===== src/rtl/exe_muldiv_unit_if.sv =====
// ID/EX-side request and EXE/MEM-side result signals of the iterative MUL/DIV/REM unit.
// The pipeline drives the request through master; the unit uses slave.
interface exe_muldiv_unit_if #(
    parameter int unsigned WIDTH = 32
);
    logic             in_valid;
    logic [3:0]       EXE_cmd;
    logic [WIDTH-1:0] Val1;
    logic [WIDTH-1:0] Val2;
    logic [4:0]       dest;
    logic             WB_en;
    logic             flush;
    logic             stall;
    logic             res_valid;
    logic [WIDTH-1:0] res;
    logic [4:0]       res_dest;
    logic             res_WB_en;

    modport master (
        output in_valid, EXE_cmd, Val1, Val2, dest, WB_en, flush,
        input  stall, res_valid, res, res_dest, res_WB_en
    );

    modport slave (
        input  in_valid, EXE_cmd, Val1, Val2, dest, WB_en, flush,
        output stall, res_valid, res, res_dest, res_WB_en
    );
endinterface


===== src/rtl/exe_muldiv_unit.sv =====
// Iterative unsigned MUL/DIV/REM for the EXE stage: one bit per cycle, stalls ID/EX while busy,
// and emits a one-cycle result pulse carrying dest/WB_en.
module exe_muldiv_unit #(
    parameter int unsigned WIDTH   = 32,
    parameter logic [3:0]  CMD_MUL = 4'b1100,
    parameter logic [3:0]  CMD_DIV = 4'b1101,
    parameter logic [3:0]  CMD_REM = 4'b1110
) (
    input logic              clk,
    input logic              rst,
    exe_muldiv_unit_if.slave bus
);
    localparam int unsigned CNT_W = $clog2(WIDTH);

    typedef enum logic [1:0] {IDLE, BUSY, DONE} state_t;

    state_t           state, state_nxt;
    logic             start, div_zero, last;
    logic [WIDTH-1:0] op_a, op_b, acc;
    logic [3:0]       cmd;
    logic [4:0]       dest_q;
    logic             wb_q;
    logic [CNT_W-1:0] count;
    logic [WIDTH-1:0] a_nxt, b_nxt, acc_nxt, iter_res;
    logic [WIDTH:0]   trial;

    always_comb begin
        start    = bus.in_valid && !bus.flush && (state == IDLE) &&
                   (bus.EXE_cmd inside {CMD_MUL, CMD_DIV, CMD_REM});
        div_zero = (bus.EXE_cmd != CMD_MUL) && (bus.Val2 == '0);
        last     = (count == CNT_W'(WIDTH - 1));
    end

    always_ff @(posedge clk or posedge rst) begin
        if (rst) state <= IDLE;
        else     state <= state_nxt;
    end

    always_comb begin
        state_nxt     = state;
        bus.stall     = 1'b0;
        bus.res_valid = 1'b0;
        case (state)
            IDLE: begin
                bus.stall = start;
                if (start) state_nxt = div_zero ? DONE : BUSY;
            end
            BUSY: begin
                // Flush releases the stall in the same cycle so the redirected fetch is not held.
                bus.stall = !bus.flush;
                if (bus.flush)  state_nxt = IDLE;
                else if (last)  state_nxt = DONE;
            end
            DONE: begin
                bus.res_valid = 1'b1;
                state_nxt     = IDLE;
            end
            default: state_nxt = IDLE;
        endcase
    end

    // op_a doubles as shifted multiplicand (MUL) or dividend/quotient shift register (DIV/REM);
    // acc is the running product or partial remainder.
    always_comb begin
        a_nxt   = op_a;
        b_nxt   = op_b;
        acc_nxt = acc;
        trial   = {acc, op_a[WIDTH-1]} - {1'b0, op_b};
        if (cmd == CMD_MUL) begin
            acc_nxt = op_b[0] ? acc + op_a : acc;
            a_nxt   = op_a << 1;
            b_nxt   = op_b >> 1;
        end else if (!trial[WIDTH]) begin
            acc_nxt = trial[WIDTH-1:0];
            a_nxt   = {op_a[WIDTH-2:0], 1'b1};
        end else begin
            acc_nxt = {acc[WIDTH-2:0], op_a[WIDTH-1]};
            a_nxt   = {op_a[WIDTH-2:0], 1'b0};
        end
        iter_res = (cmd == CMD_DIV) ? a_nxt : acc_nxt;
    end

    always_ff @(posedge clk or posedge rst) begin
        if (rst) begin
            op_a          <= '0;
            op_b          <= '0;
            acc           <= '0;
            cmd           <= '0;
            dest_q        <= '0;
            wb_q          <= 1'b0;
            count         <= '0;
            bus.res       <= '0;
            bus.res_dest  <= '0;
            bus.res_WB_en <= 1'b0;
        end else begin
            case (state)
                IDLE: begin
                    if (start) begin
                        op_a   <= bus.Val1;
                        op_b   <= bus.Val2;
                        acc    <= '0;
                        cmd    <= bus.EXE_cmd;
                        dest_q <= bus.dest;
                        wb_q   <= bus.WB_en;
                        count  <= '0;
                        if (div_zero) begin
                            bus.res       <= (bus.EXE_cmd == CMD_DIV) ? '1 : bus.Val1;
                            bus.res_dest  <= bus.dest;
                            bus.res_WB_en <= bus.WB_en;
                        end
                    end
                end
                BUSY: begin
                    if (!bus.flush) begin
                        op_a  <= a_nxt;
                        op_b  <= b_nxt;
                        acc   <= acc_nxt;
                        count <= count + CNT_W'(1);
                        if (last) begin
                            bus.res       <= iter_res;
                            bus.res_dest  <= dest_q;
                            bus.res_WB_en <= wb_q;
                        end
                    end
                end
                default: ;
            endcase
        end
    end
endmodule


===== src/flat_wrapper.sv =====
// flat-port wrapper written by rule: the top's interface ports become plain ports
module exe_muldiv_unit_flat 
#(
    parameter int unsigned WIDTH   = 32,
    parameter logic [3:0]  CMD_MUL = 4'b1100,
    parameter logic [3:0]  CMD_DIV = 4'b1101,
    parameter logic [3:0]  CMD_REM = 4'b1110
)
  (clk, rst, bus_in_valid, bus_EXE_cmd, bus_Val1, bus_Val2, bus_dest, bus_WB_en, bus_flush, bus_stall, bus_res_valid, bus_res, bus_res_dest, bus_res_WB_en);
  exe_muldiv_unit_if #(.WIDTH(WIDTH)) bus_i ();
  input logic clk;
  input logic rst;
  input wire logic [$bits(bus_i.in_valid)-1:0] bus_in_valid;
  input wire logic [$bits(bus_i.EXE_cmd)-1:0] bus_EXE_cmd;
  input wire logic [$bits(bus_i.Val1)-1:0] bus_Val1;
  input wire logic [$bits(bus_i.Val2)-1:0] bus_Val2;
  input wire logic [$bits(bus_i.dest)-1:0] bus_dest;
  input wire logic [$bits(bus_i.WB_en)-1:0] bus_WB_en;
  input wire logic [$bits(bus_i.flush)-1:0] bus_flush;
  output wire logic [$bits(bus_i.stall)-1:0] bus_stall;
  output wire logic [$bits(bus_i.res_valid)-1:0] bus_res_valid;
  output wire logic [$bits(bus_i.res)-1:0] bus_res;
  output wire logic [$bits(bus_i.res_dest)-1:0] bus_res_dest;
  output wire logic [$bits(bus_i.res_WB_en)-1:0] bus_res_WB_en;
  assign bus_i.in_valid = bus_in_valid;
  assign bus_i.EXE_cmd = bus_EXE_cmd;
  assign bus_i.Val1 = bus_Val1;
  assign bus_i.Val2 = bus_Val2;
  assign bus_i.dest = bus_dest;
  assign bus_i.WB_en = bus_WB_en;
  assign bus_i.flush = bus_flush;
  assign bus_stall = bus_i.stall;
  assign bus_res_valid = bus_i.res_valid;
  assign bus_res = bus_i.res;
  assign bus_res_dest = bus_i.res_dest;
  assign bus_res_WB_en = bus_i.res_WB_en;
  exe_muldiv_unit #(.WIDTH(WIDTH), .CMD_MUL(CMD_MUL), .CMD_DIV(CMD_DIV), .CMD_REM(CMD_REM)) u_core (.clk(clk), .rst(rst), .bus(bus_i));
endmodule

===== config.mk =====
export PLATFORM = sky130hd
export DESIGN_NAME = exe_muldiv_unit_flat
export DESIGN_NICKNAME = d
export VERILOG_FILES = /design/src/rtl/exe_muldiv_unit_if.sv /design/src/rtl/exe_muldiv_unit.sv /design/src/flat_wrapper.sv
export SDC_FILE = /design/constraint.sdc
export NUM_CORES = 1
export LEC_CHECK = 0
export CORE_AREA = 2 2 163 165
export CTS_CLUSTER_DIAMETER = 60
export CTS_CLUSTER_SIZE = 10
export DETAILED_ROUTE_END_ITERATION = 6
export DIE_AREA = 0 0 165 167
export REMOVE_ABC_BUFFERS = 1
export SETUP_SLACK_MARGIN = 0.02
export SLEW_MARGIN = 5
export SYNTH_ARGS = -nofsm -noshare
export SYNTH_HDL_FRONTEND = slang
export SYNTH_SLANG_ARGS = --single-unit
export TNS_END_PERCENT = 5

===== constraint.sdc =====
create_clock -name clk -period 8.93 [get_ports clk]
set_clock_uncertainty 0.05 [all_clocks]
set_input_delay 1.786 -clock clk [delete_from_list [all_inputs] [get_ports clk]]
set_output_delay 1.786 -clock clk [all_outputs]
set_load 0.01 [all_outputs]

==> results of run 1 <==
final cells by class:
class	count	area, um^2	area share
Clock inverter	12	151	0.0112
Clock buffer	19	453	0.0335
Timing Repair Buffer	139	1340	0.0988
Sequential cell	151	3780	0.279
Multi-Input combinational cell	1139	7180	0.531
Inverter	54	208	0.0154
Tap cell	335	419	0.0310
worst min path at each step:
stage                                         end                     startpoint  slack (ns)  cells after the start
finish              u_core.bus.res[1]$_DFFE_PP0P_  u_core.bus.res[1]$_DFFE_PP0P_        0.42                      2
global route         u_core.dest_q[2]$_DFFE_PP0P_   u_core.dest_q[2]$_DFFE_PP0P_        0.44                      2
CTS                     u_core.cmd[3]$_DFFE_PP0P_      u_core.cmd[3]$_DFFE_PP0P_        0.43                      1
detailed placement      u_core.cmd[3]$_DFFE_PP0P_      u_core.cmd[3]$_DFFE_PP0P_        0.40                      1
global placement        u_core.cmd[2]$_DFFE_PP0P_      u_core.cmd[2]$_DFFE_PP0P_        0.40                      1
floorplan               u_core.cmd[2]$_DFFE_PP0P_      u_core.cmd[2]$_DFFE_PP0P_        0.38                      1
cells in the mapped netlist, types with 4 or more instances:
master    number
a211o_1        5
a211oi_1      26
a21o_1        19
a21oi_1      107
a221o_1        8
a22o_1        10
a31o_2         4
a31oi_1       43
a32o_1         9
and2_1         5
and3_1         8
buf_1          6
clkbuf_1      71
dfrtp_1      151
ha_1          65
inv_1         52
mux2_2         4
mux2i_1       56
nand2_1      252
nand2b_1      16
nand3_1       29
nand4_1       19
nor2_1       102
nor2b_1        8
nor3_1        23
nor4_1         9
o211ai_1      18
o21a_1        10
o21ai_0      109
o21ai_1        9
o21bai_1      10
o221a_2        4
o221ai_1       7
o22ai_1       11
o31ai_1        8
or2_2          4
or3_1         18
or4_1          4
xnor2_1       30
xor2_1        19
routing by layer:
metal	up-vias	global-route usage	wire length (um)
met5	-	0	0
met1	5178	0.424	18100
li1	5357	-	-
met3	38	0.0483	2850
met2	390	0.405	15800
met4	0	0.0650	632
power by group through the flow:
stage / sequential (mW) / combinational (mW) / clock (mW)
after floorplan: 1.06 / 2.26 / 0
after global placement: 1.13 / 3.05 / 0
after detailed placement: 1.14 / 3.07 / 0
after CTS: 1.13 / 3.09 / 0.776
after global routing: 1.16 / 3.48 / 0.806
final: 1.14 / 3.14 / 0.767
logic make-up (layout without fill, tap and decap cells):
logic type | count (synthesis) | after routing
simple gates | 504 | 504
compound gates | 459 | 459
flops | 151 | 151
buf+inv | 136 | 224
fa+ha+maj | 67 | 67
mux | 60 | 60
xor+xnor | 49 | 49
worst max-delay path, cell delays in order:
cell and delay [ns]:
clkdlybuf4s50_1 0.49, nor4b_1 0.57, and4_1 0.28, buf_4 0.25
nor2_1 0.06, buf_4 0.24, inv_2 0.07, buf_4 0.50
clkdlybuf4s50_1 0.66
registers in the layout, indices dropped and copies added (netlist names):
name                  flops
u_core.acc               32
u_core.bus.res           32
u_core.bus.res_WB_en      1
u_core.bus.res_dest       5
u_core.cmd                4
u_core.count              5
u_core.dest_q             5
u_core.op_a              32
u_core.op_b              32
u_core.state              2
u_core.wb_q               1
through the flow:
| step | setup slack (ns) | util |
|---|---|---|
| 6_report | 2.14 | 0.525 |
| 5_1_grt | 2.01 | 0.525 |
| 4_1_cts | 2.15 | 0.525 |
| 3_5_place_dp | 2.16 | 0.502 |
| 3_3_place_gp | 2.20 | 0.502 |
| 2_1_floorplan | 2.18 | - |
==> out/results.tsv, run 1 <==
stage	metric	value	unit
clock_network	clk slew on worst S/H paths	0.06	ns
logic_synthesis	post-synthesis compound-gate area fraction	0.265	
critical_path	Crit Path Max Fanout	63	
logic_synthesis	Post-Synth Simple-Gate Area	0.194	
logic_synthesis	Post-synth ARST share	1.00	
hold_path	Hold Path Class	reg -> reg	
floorplanning	die width	165	um
sta	fmax	0.147	GHz
logic_synthesis	Synth Warn #	0	
critical_path	R2R depth	14	
run_status	status	finished clean	
pwr	sequential share of power	0.225	
cells_and_area	nets	1647	
logic_synthesis	Post-synth EDFFs	0	
global_routing	first-pass GRT wire length	58.9	mm
route	drt first-iter violations	949	
logic_synthesis	mux share of post-synthesis cell area	0.0528	
route	residual DRC count	0	
floorplanning	Core Region	25800	um^2
pwr	Int Pwr	2.57	mW
cells_and_area	share of cells above drive strength 1	0.0575	
cells_and_area	FILL cells	2536	
sta	TNS Setup	0	ns
place	DP Area	12900	um^2
place	Placer Congestion	0.920	
pwr	worst vdd ir	161	uV
global_routing	grt ovf	0	
clock_network	Post-CTS Setup Inserts	0	
logic_synthesis	largest family of logic cells by synthesized area	compound AO/OA/AOI/OAI gates	
logic_synthesis	Synth Area in Adders	0.0745	
sta	Tmin final	6.79	ns
place	placed insts	1818	
global_routing	vias in the first global route	10300	
sta	part of the cycle the worst path needs	0.760	
sta	hold slack final	0.424	ns
pwr	switching part of the total power	0.490	
sta	Slew headroom	0.297	
clock_network	CTS root buffer	clkbuf_16	
clock_network	CTS H-tree depth	4	
job	Max-cap violations	0	
critical_path	Reg2Reg Capture Point	u_core.bus.res[10]$_DFFE_PP0P_	
clock_network	CTS sink count	151	
critical_path	crit start category	primary input	
pwr	Lkg Pwr	5.87	nW
floorplanning	Rows	59	
critical_path	Worst Path Arrival	4.95	ns
route	antenna-violating nets left	0	
logic_synthesis	Top FF cell, synth	dfrtp_1	
logic_synthesis	Syn Area/Cell	8.04	um^2
cells_and_area	commonest non-fill, non-tap cells in the layout	nand2_1 (252), dfrtp_1 (151), clkdlybuf4s50_1 (117)	
clock_network	hold_buf cts	0	
logic_synthesis	post-synth top area share	0.330	
pwr	Clock power frac	0.152	
clock_network	Clock Path Buffers	2	
sta	Final setup viols	0	
floorplanning	initial core utilization	0.445	
sta	Slew Viols, Final	0	
route	routed via count	11000	
route	DR WL/cell	20.3	um
critical_path	Crit. End Element	primary output	
cells_and_area	antenna fix cells	0	
logic_synthesis	FF+latch count, synth	151	
clock_network	Worst-Skew Late Latency	0.44	ns
pwr	Design Power	5.04	mW
place	final HPWL from detailed placement	27.1	mm
critical_path	reg2reg setup slack	4.24	ns
sta	Hold Violations, Final	0	
critical_path	CP startpoint	bus_flush	
clock_network	CTS tree	yes	
critical_path	Reg2Reg Launch Point	u_core.op_b[0]$_DFFE_PP0P_	
clock_network	TritonCTS buffer count	17	
route	drt first pass iters	5	
cells_and_area	most common cell after layout, fill and taps aside	nand2_1	
sta	measured slew at the worst slew-check pin	1.05	ns
critical_path	end point of the critical path	bus_stall	
logic_synthesis	synthesized cell area	11500	um^2
cells_and_area	Area Growth Syn to Fin	18.1	%
place	Port Buffer Count	117	
pwr	Comb power frac	0.623	
cells_and_area	Final Instance Area	13500	um^2
floorplanning	full die area	27600	um^2
floorplanning	Die Height	167	um
logic_synthesis	post-synthesis instance total	1426	
logic_synthesis	largest area contributor in the netlist	dfrtp_1	
logic_synthesis	synth unique cells	75	
floorplanning	io pins	118	
critical_path	Critical Path RT	7.09	ns
global_routing	initial antenna violation count	0	
cells_and_area	Finished Layout Cells	1849	
pwr	NetSw	2.47	mW
route	drt via density	5.93	
global_routing	total track usage	0.277	
logic_synthesis	Post-Synth XOR/XNOR Area	0.0374	
logic_synthesis	register area share after synthesis	0.330	
critical_path	critical path class	in -> out	
sta	setup repair after global routing missed its margin	no	
pwr	Power Dens Cells	373	nW/um^2
global_routing	pin count of the biggest net entering global routing	64	
clock_network	cts repair resizes	0	
route	Routed WL	37.5	mm
logic_synthesis	synth top area cells	dfrtp_1 (33%), nand2_1 (8.3%), ha_1 (7.1%)	
Power figures use the tool's default switching activity.
==> inputs of run 2 (changes only) <==
==> constraint.sdc (replaced) <==
create_clock -name clk -period 6.9 [get_ports clk]
set_clock_uncertainty 0.05 [all_clocks]
set_input_delay 1.38 -clock clk [delete_from_list [all_inputs] [get_ports clk]]
set_output_delay 1.38 -clock clk [all_outputs]
set_load 0.01 [all_outputs]
==> run 2 against run 1 <==
  * Via count increased by 0.72%
  * Non-clock buffer count decreased by 2
  * Sequential share of layout area increased by 0.11 points
  * Global-route usage decreased by 0.087 points
  * Routed wire length increased by 0.17%
  * Largest cell class unchanged
  * Critical endpoint unchanged
  * Combinational power increased by 29%
  * Critical path type unchanged
==> out/results.tsv, run 2 (synthesis results as in run 1) <==
stage	metric	value	unit
pwr	Lkg Pwr	5.83	nW
sta	Slew headroom	0.331	
sta	TNS Setup	0	ns
run_status	status	finished clean	
floorplanning	full die area	27600	um^2
route	drt via density	5.98	
pwr	Int Pwr	3.27	mW
critical_path	Critical Path RT	5.47	ns
place	Placer Congestion	0.907	
route	antenna-violating nets left	0	
place	placed insts	1816	
clock_network	CTS sink count	151	
sta	Tmin final	5.27	ns
clock_network	TritonCTS buffer count	17	
global_routing	GR Layer Usage met1	0.423	
pwr	sequential share of power	0.228	
cells_and_area	most common cell after layout, fill and taps aside	nand2_1	
critical_path	critical path's top delay family	buffers and inverters	
critical_path	CP max stage cell	clkdlybuf4s50_1	
route	drt first pass iters	5	
place	Port Buffer Count	117	
global_routing	global-route met2 utilization	0.403	
global_routing	Most Crowded Layer GR	met1	
pwr	Comb power frac	0.627	
critical_path	Crit Path Max Fanout	25	
hold_path	Hold Path Class	reg -> reg	
cells_and_area	antenna fix cells	0	
global_routing	grt ovf	0	
critical_path	Crit. End Element	primary output	
global_routing	vias in the first global route	10200	
cells_and_area	nets	1645	
floorplanning	initial core utilization	0.445	
clock_network	CTS root buffer	clkbuf_16	
global_routing	initial antenna violation count	1	
sta	setup repair after global routing missed its margin	no	
pwr	Clock power frac	0.145	
floorplanning	Rows	59	
pwr	Design Power	6.48	mW
cells_and_area	final core utilization	0.523	
cells_and_area	Finished Layout Cells	1848	
route	routed via count	11000	
critical_path	highest cell delay on the worst timing path	0.53	ns
cells_and_area	share of cells above drive strength 1	0.0549	
clock_network	clk slew on worst S/H paths	0.06	ns
route	drt first-iter violations	1053	
sta	fmax	0.190	GHz
sta	Final setup viols	0	
job	Max-cap violations	0	
sta	final worst slack	1.63	ns
route	DR WL/cell	20.3	um
sta	Slew Viols, Final	0	
route	Routed WL	37.5	mm
clock_network	hold_buf cts	0	
place	final HPWL from detailed placement	27.2	mm
clock_network	Worst-Skew Late Latency	0.44	ns
floorplanning	die width	165	um
sta	part of the cycle the worst path needs	0.764	
critical_path	critical path class	in -> out	
cells_and_area	Area Growth Syn to Fin	17.6	%
floorplanning	Die Height	167	um
clock_network	CTS tree	yes	
critical_path	worst path bufs/invs	5	
global_routing	total track usage	0.277	
place	worst slack, placed	1.64	ns
pwr	Power Dens Cells	481	nW/um^2
pwr	NetSw	3.20	mW
pwr	switching part of the total power	0.495	
floorplanning	Core Region	25800	um^2
global_routing	first-pass GRT wire length	58.7	mm
clock_network	Clock Path Buffers	2	
clock_network	cts repair resizes	0	
clock_network	Post-CTS Setup Inserts	0	
critical_path	Worst Path Arrival	3.84	ns
global_routing	met3 usage	0.0503	
clock_network	CTS H-tree depth	4	
critical_path	CP Cell Sequence	clkdlybuf4s50_1 > nor4b_1 > and4_1 > buf_4 > nor2_1 > buf_4 > inv_2 > clkdlybuf4s50_1	
pwr	worst vdd ir	235	uV
floorplanning	io pins	118	
critical_path	crit start category	primary input	
sta	Hold Violations, Final	0	
cells_and_area	commonest non-fill, non-tap cells in the layout	nand2_1 (252), dfrtp_1 (151), clkdlybuf4s50_1 (117)	
sta	measured slew at the worst slew-check pin	1.00	ns
route	residual DRC count	0	
global_routing	pin count of the biggest net entering global routing	102	
-- run 2: per-stage QoR --
step	hold WS [ns]	instance area, um^2
after floorplan	0.385	11100
after global placement	0.398	12900
after detailed placement	0.407	12900
after CTS	0.421	13500
after global routing	0.451	13500
final	0.415	13500
-- run 2: cell type report --
| class | instances | area (um^2) |
|---|---|---|
| Multi-Input combinational cell | 1139 | 7180 |
| Timing Repair Buffer | 137 | 1320 |
| Fill cell | 2510 | 12300 |
| Inverter | 54 | 208 |
| Tap cell | 335 | 419 |
| Clock buffer | 20 | 437 |
| Clock inverter | 12 | 129 |
| Sequential cell | 151 | 3780 |
-- run 2: final timing paths --
check / start / endpoint / slack (ns) / cells past startpoint
setup / recovery: bus_flush / bus_stall / 1.63 / 8
hold / removal: u_core.bus.res[1]$_DFFE_PP0P_ / u_core.bus.res[1]$_DFFE_PP0P_ / 0.42 / 2
setup reg to reg: u_core.op_a[31]$_DFFE_PP0P_ / u_core.bus.res[20]$_DFFE_PP0P_ / 2.44 / 13
hold reg to reg: u_core.bus.res[1]$_DFFE_PP0P_ / u_core.bus.res[1]$_DFFE_PP0P_ / 0.42 / 2
max in group asynchronous: rst / u_core.op_a[21]$_DFFE_PP0P_ / 4.07 / 3
min in group asynchronous: rst / u_core.op_b[4]$_DFFE_PP0P_ / 1.50 / 2
-- run 2: worst min-delay path: cells and delay by family, from the launching register on --
kind / cells / cell delay [ns]
and+or+nand+nor: 2 / 0.10
DFF: 1 / 0.34
-- run 2: metal layers --
layer  vias up  routed length [um]
met3        39                2910
li1       5343                   -
met4         2                 558
met5         -                  12
met1      5222               18100
met2       436               15900
-- run 2: power by group through the flow --
stage / Combinational, mW / Sequential (mW) / Clock (mW)
6_report: 4.06 / 1.48 / 0.940
5_1_grt: 4.47 / 1.51 / 0.985
4_1_cts: 3.99 / 1.46 / 0.950
3_5_place_dp: 3.96 / 1.48 / 0
3_3_place_gp: 3.95 / 1.47 / 0
2_1_floorplan: 2.92 / 1.37 / 0
